[src/rtl/rca_seq_pkg.sv]
`default_nettype none
// +--------------------------------------------------------------------+
// | Package  : rca_seq_pkg                                               |
// | Purpose  : Shared types and defaults for the sliced RCA sequencer.   |
// | Revision : 1.0 - initial release                                     |
// +--------------------------------------------------------------------+
package rca_seq_pkg;

  // Controller state encoding
  typedef enum logic [1:0] {
    ST_IDLE = 2'd0,
    ST_RUN  = 2'd1,
    ST_DONE = 2'd2
  } state_t;

  localparam int SLICE_W_DEF = 4;
  localparam int NSLICE_DEF  = 4;

  // Slice index width; never below one bit so NSLICE=1 still has a counter
  function automatic int idx_width(input int n);
    return (n > 1) ? $clog2(n) : 1;
  endfunction

endpackage
`default_nettype wire

[src/rtl/rca_seq_ctrl_rca.sv]
`default_nettype none
// +--------------------------------------------------------------------+
// | Module   : rca_seq_ctrl_rca                                          |
// | Purpose  : Plain WIDTH-bit ripple-carry adder, purely combinational. |
// | Revision : 1.0 - initial release                                     |
// +--------------------------------------------------------------------+
module rca_seq_ctrl_rca #(
  parameter int WIDTH = 4
) (
  input  logic [WIDTH-1:0] a,
  input  logic [WIDTH-1:0] b,
  input  logic             cin,
  output logic [WIDTH-1:0] sum,
  output logic             cout
);

  logic [WIDTH:0] carry;

  assign carry[0] = cin;

  // One full adder per bit, carry rippling upward
  for (genvar i = 0; i < WIDTH; i++) begin : g_bit
    assign sum[i]     = a[i] ^ b[i] ^ carry[i];
    assign carry[i+1] = (a[i] & b[i]) | (carry[i] & (a[i] ^ b[i]));
  end

  assign cout = carry[WIDTH];

endmodule
`default_nettype wire

[src/rtl/rca_seq_ctrl.sv]
`default_nettype none
// +--------------------------------------------------------------------+
// | Module   : rca_seq_ctrl                                              |
// | Purpose  : Adds two SLICE_W*NSLICE-bit operands through one shared   |
// |            SLICE_W-bit RCA, one slice per clock, LSB slice first,    |
// |            with valid/ready handshakes on both sides.                |
// | Options  : RCA_SEQ_SUB_EN - adds in_sub port for A-B operation.      |
// | Revision : 1.0 - initial release                                     |
// +--------------------------------------------------------------------+
module rca_seq_ctrl
  import rca_seq_pkg::*;
#(
  parameter int SLICE_W = SLICE_W_DEF,
  parameter int NSLICE  = NSLICE_DEF
) (
  input  logic                        clk,
  input  logic                        rst_n,
  input  logic                        in_valid,
  output logic                        in_ready,
  input  logic [SLICE_W*NSLICE-1:0]   in_a,
  input  logic [SLICE_W*NSLICE-1:0]   in_b,
  input  logic                        in_cin,
`ifdef RCA_SEQ_SUB_EN
  input  logic                        in_sub,
`endif
  output logic                        out_valid,
  input  logic                        out_ready,
  output logic [SLICE_W*NSLICE-1:0]   out_sum,
  output logic                        out_cout
);

  localparam int OPW   = SLICE_W * NSLICE;
  localparam int IDX_W = idx_width(NSLICE);
  localparam logic [IDX_W-1:0] IDX_LAST = IDX_W'(NSLICE - 1);

  state_t             state;
  logic [IDX_W-1:0]   idx;
  logic [OPW-1:0]     a_reg;
  logic [OPW-1:0]     b_reg;
  logic [OPW-1:0]     sum_reg;
  logic               carry_reg;

  logic [SLICE_W-1:0] a_slice;
  logic [SLICE_W-1:0] b_slice;
  logic [SLICE_W-1:0] s_slice;
  logic               rca_cout;

  logic [OPW-1:0]     b_load;
  logic               c_load;

  // Subtraction is A + ~B + 1, so only the B operand and initial carry change
`ifdef RCA_SEQ_SUB_EN
  assign b_load = in_sub ? ~in_b : in_b;
  assign c_load = in_sub | in_cin;
`else
  assign b_load = in_b;
  assign c_load = in_cin;
`endif

  // Select the operand slices addressed by the current slice index
  always_comb begin
    a_slice = a_reg[SLICE_W-1:0];
    b_slice = b_reg[SLICE_W-1:0];
    for (int i = 0; i < NSLICE; i++) begin
      if (idx == IDX_W'(i)) begin
        a_slice = a_reg[i*SLICE_W +: SLICE_W];
        b_slice = b_reg[i*SLICE_W +: SLICE_W];
      end
    end
  end

  rca_seq_ctrl_rca #(
    .WIDTH (SLICE_W)
  ) u_rca (
    .a    (a_slice),
    .b    (b_slice),
    .cin  (carry_reg),
    .sum  (s_slice),
    .cout (rca_cout)
  );

  // Controller FSM with operand/result registers and registered handshakes
  always_ff @(posedge clk or negedge rst_n) begin
    if (!rst_n) begin
      state     <= ST_IDLE;
      idx       <= '0;
      a_reg     <= '0;
      b_reg     <= '0;
      sum_reg   <= '0;
      carry_reg <= 1'b0;
      in_ready  <= 1'b1;
      out_valid <= 1'b0;
    end else begin
      case (state)
        ST_IDLE: begin
          if (in_valid && in_ready) begin
            a_reg     <= in_a;
            b_reg     <= b_load;
            carry_reg <= c_load;
            idx       <= '0;
            in_ready  <= 1'b0;
            state     <= ST_RUN;
          end
        end
        ST_RUN: begin
          for (int i = 0; i < NSLICE; i++) begin
            if (idx == IDX_W'(i)) begin
              sum_reg[i*SLICE_W +: SLICE_W] <= s_slice;
            end
          end
          carry_reg <= rca_cout;
          if (idx == IDX_LAST) begin
            idx       <= '0;
            out_valid <= 1'b1;
            state     <= ST_DONE;
          end else begin
            idx <= idx + IDX_W'(1);
          end
        end
        ST_DONE: begin
          if (out_ready) begin
            out_valid <= 1'b0;
            in_ready  <= 1'b1;
            state     <= ST_IDLE;
          end
        end
        default: begin
          out_valid <= 1'b0;
          in_ready  <= 1'b1;
          state     <= ST_IDLE;
        end
      endcase
    end
  end

  assign out_sum  = sum_reg;
  assign out_cout = carry_reg;

endmodule
`default_nettype wire
[config.mk]
export PLATFORM = sky130hd
export DESIGN_NAME = rca_seq_ctrl
export DESIGN_NICKNAME = d
export VERILOG_FILES = /design/src/rtl/rca_seq_pkg.sv /design/src/rtl/rca_seq_ctrl_rca.sv /design/src/rtl/rca_seq_ctrl.sv
export SDC_FILE = /design/constraint.sdc
export NUM_CORES = 1
export LEC_CHECK = 0
export CAP_MARGIN = 20
export CORE_MARGIN = 5
export CORE_UTILIZATION = 30
export CTS_BUF_LIST = sky130_fd_sc_hd__clkbuf_4 sky130_fd_sc_hd__clkbuf_8
export DETAILED_ROUTE_END_ITERATION = 7
export PLACE_DENSITY = 0.53
export SLEW_MARGIN = 20
export SYNTH_ARGS = -nofsm -noshare
export SYNTH_HDL_FRONTEND = slang
export SYNTH_HIERARCHICAL = 1
export SYNTH_SLANG_ARGS = --single-unit
export TNS_END_PERCENT = 1
[constraint.sdc]
create_clock -name clk -period 3.85 [get_ports clk]
set_clock_uncertainty 0.05 [all_clocks]
set_input_delay 0.77 -clock clk [delete_from_list [all_inputs] [get_ports clk]]
set_output_delay 0.77 -clock clk [all_outputs]
set_load 0.03 [all_outputs]
==> results of run 1 <==
-- final cells by class --
| type | count | area, sq um |
|---|---|---|
| clock buffers | 6 | 82.6 |
| clock inverters | 2 | 35.0 |
| fillers | 844 | 5300 |
| inverters | 13 | 48.8 |
| multi-input cells | 112 | 1170 |
| flip-flops and latches | 55 | 1380 |
| well taps | 108 | 135 |
| repair buffers | 59 | 576 |
-- kinds of logic after synthesis --
group                    share of synthesized area
multiplexers                                 0.302
flip-flops                                   0.513
AND/OR/NAND/NOR                             0.0424
buffers and inverters                       0.0554
AO/OA/AOI/OAI                               0.0387
adder cells (fa/ha/maj)                     0.0484
-- power groups by stage --
stage               combinational [W]  clock, W  sequential [W]
finish                        0.00146  0.000399         0.00101
global route                  0.00162  0.000432         0.00105
CTS                           0.00150  0.000413         0.00102
detailed placement            0.00150         0         0.00103
global placement              0.00148         0         0.00103
floorplan                    0.000865         0         0.00114
-- critical path, stage by stage (launching register included) --
cell     delay (ps)
dfrtp_1         420
inv_1           110
ha_1            380
mux2_2          380
mux2i_1         120
o21ai_0         130
fa_1            440
inv_1            80
fa_1            160
inv_1            50
fa_1            350
inv_1            70
fa_1            400
inv_1           130
mux2_2          160
-- metal layers --
layer	part of all wire	track usage
met5	0	0
met4	0.013	0.0301
met3	0.046	0.0302
met2	0.44	0.144
met1	0.50	0.147
-- cell usage after synthesis, drive strengths merged --
master and count:
a21o 2, a21oi 2, a22o 1, buf 7, clkbuf 2, dfrtp 54
dfstp 1, fa 4, ha 4, inv 13, mux2 56, mux2i 8
nand2 16, nor2 3, nor2b 1, nor3 1, nor4bb 1, o21ai 9
o21bai 1, o22a 1, o31ai 1, or2b 1
-- path summary, 6_finish.rpt --
kind | startpoint | end | slack, ps | depth (start not counted)
worst max register to register | idx[1] | out_sum[11] | 390 | 14
worst min register to register | a_reg[5] | a_reg[5] | 460 | 1
worst min-delay path | rst_n | a_reg[9] | 410 | 1
min in group clk | a_reg[5] | a_reg[5] | 460 | 1
max in group asynchronous | rst_n | in_ready | 2500 | 2
worst max-delay path | idx[1] | out_sum[11] | 390 | 14
-- stage by stage --
step           area [sq um]  hold WS (ps)  total power, W  utilization
2_1_floorplan          2690           424         0.00200            -
3_3_place_gp           3310           440         0.00251        0.379
3_5_place_dp           3310           444         0.00253        0.379
4_1_cts                3420           424         0.00293        0.393
5_1_grt                3420           465         0.00310        0.393
6_report               3420           406         0.00287        0.393
-- cells in the final DEF (no fill, tap or decap), drive strengths merged, types with 2 or more instances in the layout --
cell,n
clkbuf,6
dfrtp,54
a21o,2
ha,4
nand2,16
buf,5
mux2i,8
a21oi,2
nor2,3
fa,4
clkdlybuf4s50,54
o21ai,9
mux2,56
inv,13
==> impl_metrics.ini, run 1 <==
[worst_setup_path]
worstPathArrival_ps = 3660
critPathKind = reg2reg
critPathLaunchType = register
required_ps = 4050
cp-end-kind = register
crit_path_max_fanout = 7

[yosys]
ys_ff_latch = 55
ys_types = 26
synth_top_cell_area_share = 0.503
yosysTopAreaCell = dfrtp_1
ys_seq_area_frac = 0.513
netlist_instances = 189
syn_nets = 234
netlist_area_sq_um = 2690
synth_area_leaders = dfrtp_1, mux2_4, mux2_2
yosys_warnings = 6
syn_area_per_cell_sq_um = 14.2

[die]
initial_core_util = 0.308
die_width_microns = 105
core_sq_um = 8720
die_area_sq_um = 10900
placementRows = 34
ios = 56
die_y_microns = 105

[placement]
post-place-cells = 347
preCtsSetupSlack_ps = 376
routabilityCongestion = 0.746
io_buffers = 55
place_hpwl_mm = 4.04

[drt]
vias_per_cell = 4.43
drt_iter0_markers = 13
wl_mm = 5.36
drc = 0
drtAntennaViolNets = 0
dr_total_vias = 1573
wire_per_inst_microns = 15.1
drt_pass1_iterations = 4

[layout]
drive_gt1_frac = 0.296
diodes = 0
syn_to_final_growth_pct = 27.4
nNetsFinal = 291
fin_cells = 355

[timing]
tightest_slew_ps = 661
max_freq_mhz = 289
period_share = 0.899
setup_viol = 0
finalHoldViolCount = 0
final_max_slew_viol_count = 0
setup_ws_ps = 390
rsz0062_at_grt = false
fin_setup_tns_ps = 0
relSlewSlack = 0.558
timing.final.crit_period_ps = 3460

[power]
power_density_nw_per_um2 = 840
internal-power_w = 0.00179
leakage_nw = 1.51
swShare = 0.377
combPwrFrac = 0.510
seqPwrFrac = 0.351
p_sw_w = 0.00108
irDropWorstVdd_uv = 256
power_frac_clock = 0.139

[run]
drv_cap = 0

[global_routing]
grtUsageTotal = 0.101
grt_overflow = 0
grt_max_degree = 37
grt_pass1_wl_mm = 8.89
grt_pass1_vias = 1714
antenna_found_initial = 0

[min_path]
worstHoldPathType = in2async

[cts]
cts_buffers = 5
clockRootBuffer = clkbuf_8
post_cts_resized = 0
cts_tree = built
clk_pin_slew_worst_paths_ps = 100
cts_htree_levels = 2
clock_latency_ps = 310
hold_buffers = 0
cts_buffer_depth = 2
clock_sinks = 55
post_cts_buffers = 0

[outcome]
outcome = finished, final reports clean
Power figures use the tool's default switching activity.
==> run 2, diff against run 1 <==
- CTS_CLUSTER_DIAMETER: unset -> 80
- REMOVE_ABC_BUFFERS: unset -> 1
==> impl_metrics.ini, run 2 (same netlist as run 1, synthesis figures left out) <==
[die]
die_width_microns = 105
initial_core_util = 0.308
die_area_sq_um = 10900
core_sq_um = 8720
die_y_microns = 105
ios = 56
placementRows = 34

[timing]
period_share = 0.850
finalHoldViolCount = 0
relSlewSlack = 0.460
final_max_slew_viol_count = 0
finalHoldWorstSlack_ps = 459
tightest_slew_ps = 809
rsz0062_at_grt = false
setup_viol = 0
timing.final.crit_period_ps = 3270
max_freq_mhz = 306

[worst_setup_path]
cp-end-kind = register
critPathLaunchType = register
crit_path_max_fanout = 4
required_ps = 4040
worstPathArrival_ps = 3470
critPathKind = reg2reg
worstRegToRegCells = 14

[cts]
clock_latency_ps = 300
clk_pin_slew_worst_paths_ps = 90
cts_htree_levels = 2
cts_tree = built
hold_buffers = 0
cts_buffers = 5
post_cts_buffers = 0
post_cts_resized = 0
cts_buffer_depth = 2
clockRootBuffer = clkbuf_8
clock_sinks = 55

[drt]
wire_per_inst_microns = 15.0
drc = 0
drt_pass1_iterations = 3
wl_mm = 5.33
dr_total_vias = 1576
vias_per_cell = 4.44
drt_iter0_markers = 44
drtAntennaViolNets = 0

[run]
drv_cap = 0

[power]
irDropWorstVdd_uv = 229
power_density_nw_per_um2 = 820
total_power_w = 0.00279
p_sw_w = 0.00106
internal-power_w = 0.00173
swShare = 0.381
power_frac_clock = 0.119
seqPwrFrac = 0.362
leakage_nw = 1.50
combPwrFrac = 0.519

[layout]
diodes = 0
n_fill_cell = 843
drive_gt1_frac = 0.296
nNetsFinal = 291
final_core_util = 0.390
fin_area_sq_um = 3400
syn_to_final_growth_pct = 26.5
final_cell_mix = dfrtp_1, clkdlybuf4s50_1, mux2_2, mux2_4, nand2_1

[global_routing]
grtUsageTotal = 0.101
antenna_found_initial = 0
grt_overflow = 0
grt_pass1_wl_mm = 8.95
grt_max_degree = 37
grt_pass1_vias = 1751

[min_path]
whs_path_depth = 1
worstHoldPathType = reg2reg

[placement]
place_hpwl_mm = 3.90
place_area_sq_um = 3310
io_buffers = 55
routabilityCongestion = 0.718

[outcome]
outcome = finished, final reports clean
run 2: cell types whose count changed in the layout (fill, tap and decap cells not counted), sizes merged:
cell,previous run,this run
clkinv,1,0
clkbuf,6,8
bufinv,1,0
run 2: layout make-up:
type / instances / area [sq um] / share of cell area
tap: 108 / 135 / 0.0398
clock buffer: 8 / 91.3 / 0.0269
sequential: 55 / 1380 / 0.406
multi-input combinational: 112 / 1170 / 0.344
timing repair buffer: 59 / 576 / 0.169
inverter: 13 / 48.8 / 0.0144
run 2: metal layers:
metal	GRT usage	wire length [microns]	up-vias
met5	0	0	-
met4	0.0301	39	0
met3	0.0265	220	2
met2	0.157	2500	34
met1	0.138	2570	785
li1	-	-	755
run 2: through the flow:
step	cells	setup slack, ps	TNS (ps)
3_3_place_gp	347	647	0
6_report	355	577	0
2_1_floorplan	180	-627	-20270
5_1_grt	355	284	0
3_5_place_dp	347	560	0
4_1_cts	355	531	0
run 2: worst paths after layout:
path,end,slack (ps),startpoint
min in group asynchronous,a_reg[4],500,rst_n
max reg2reg,out_sum[11],580,idx[1]
max,out_sum[11],580,idx[1]
max in group asynchronous,in_ready,2430,rst_n
min,out_sum[0],460,out_sum[0]
min reg2reg,out_sum[0],460,out_sum[0]
run 2: power by group through the flow:
stage	clock, W	sequential (W)	combinational [W]
after detailed placement	0	0.00102	0.00148
after CTS	0.000343	0.00102	0.00148
after global routing	0.000367	0.00105	0.00161
final	0.000331	0.00101	0.00145
after floorplan	0	0.00114	0.000845
after global placement	0	0.00102	0.00147
run 2: critical path: stages, from the launching register on:
cell,delay (ps)
dfrtp_1,420
inv_1,110
ha_1,240
mux2_2,350
mux2i_1,120
o21ai_0,130
fa_1,420
inv_1,70
fa_1,150
inv_1,50
fa_1,350
inv_1,70
fa_1,410
inv_1,110
mux2_2,160
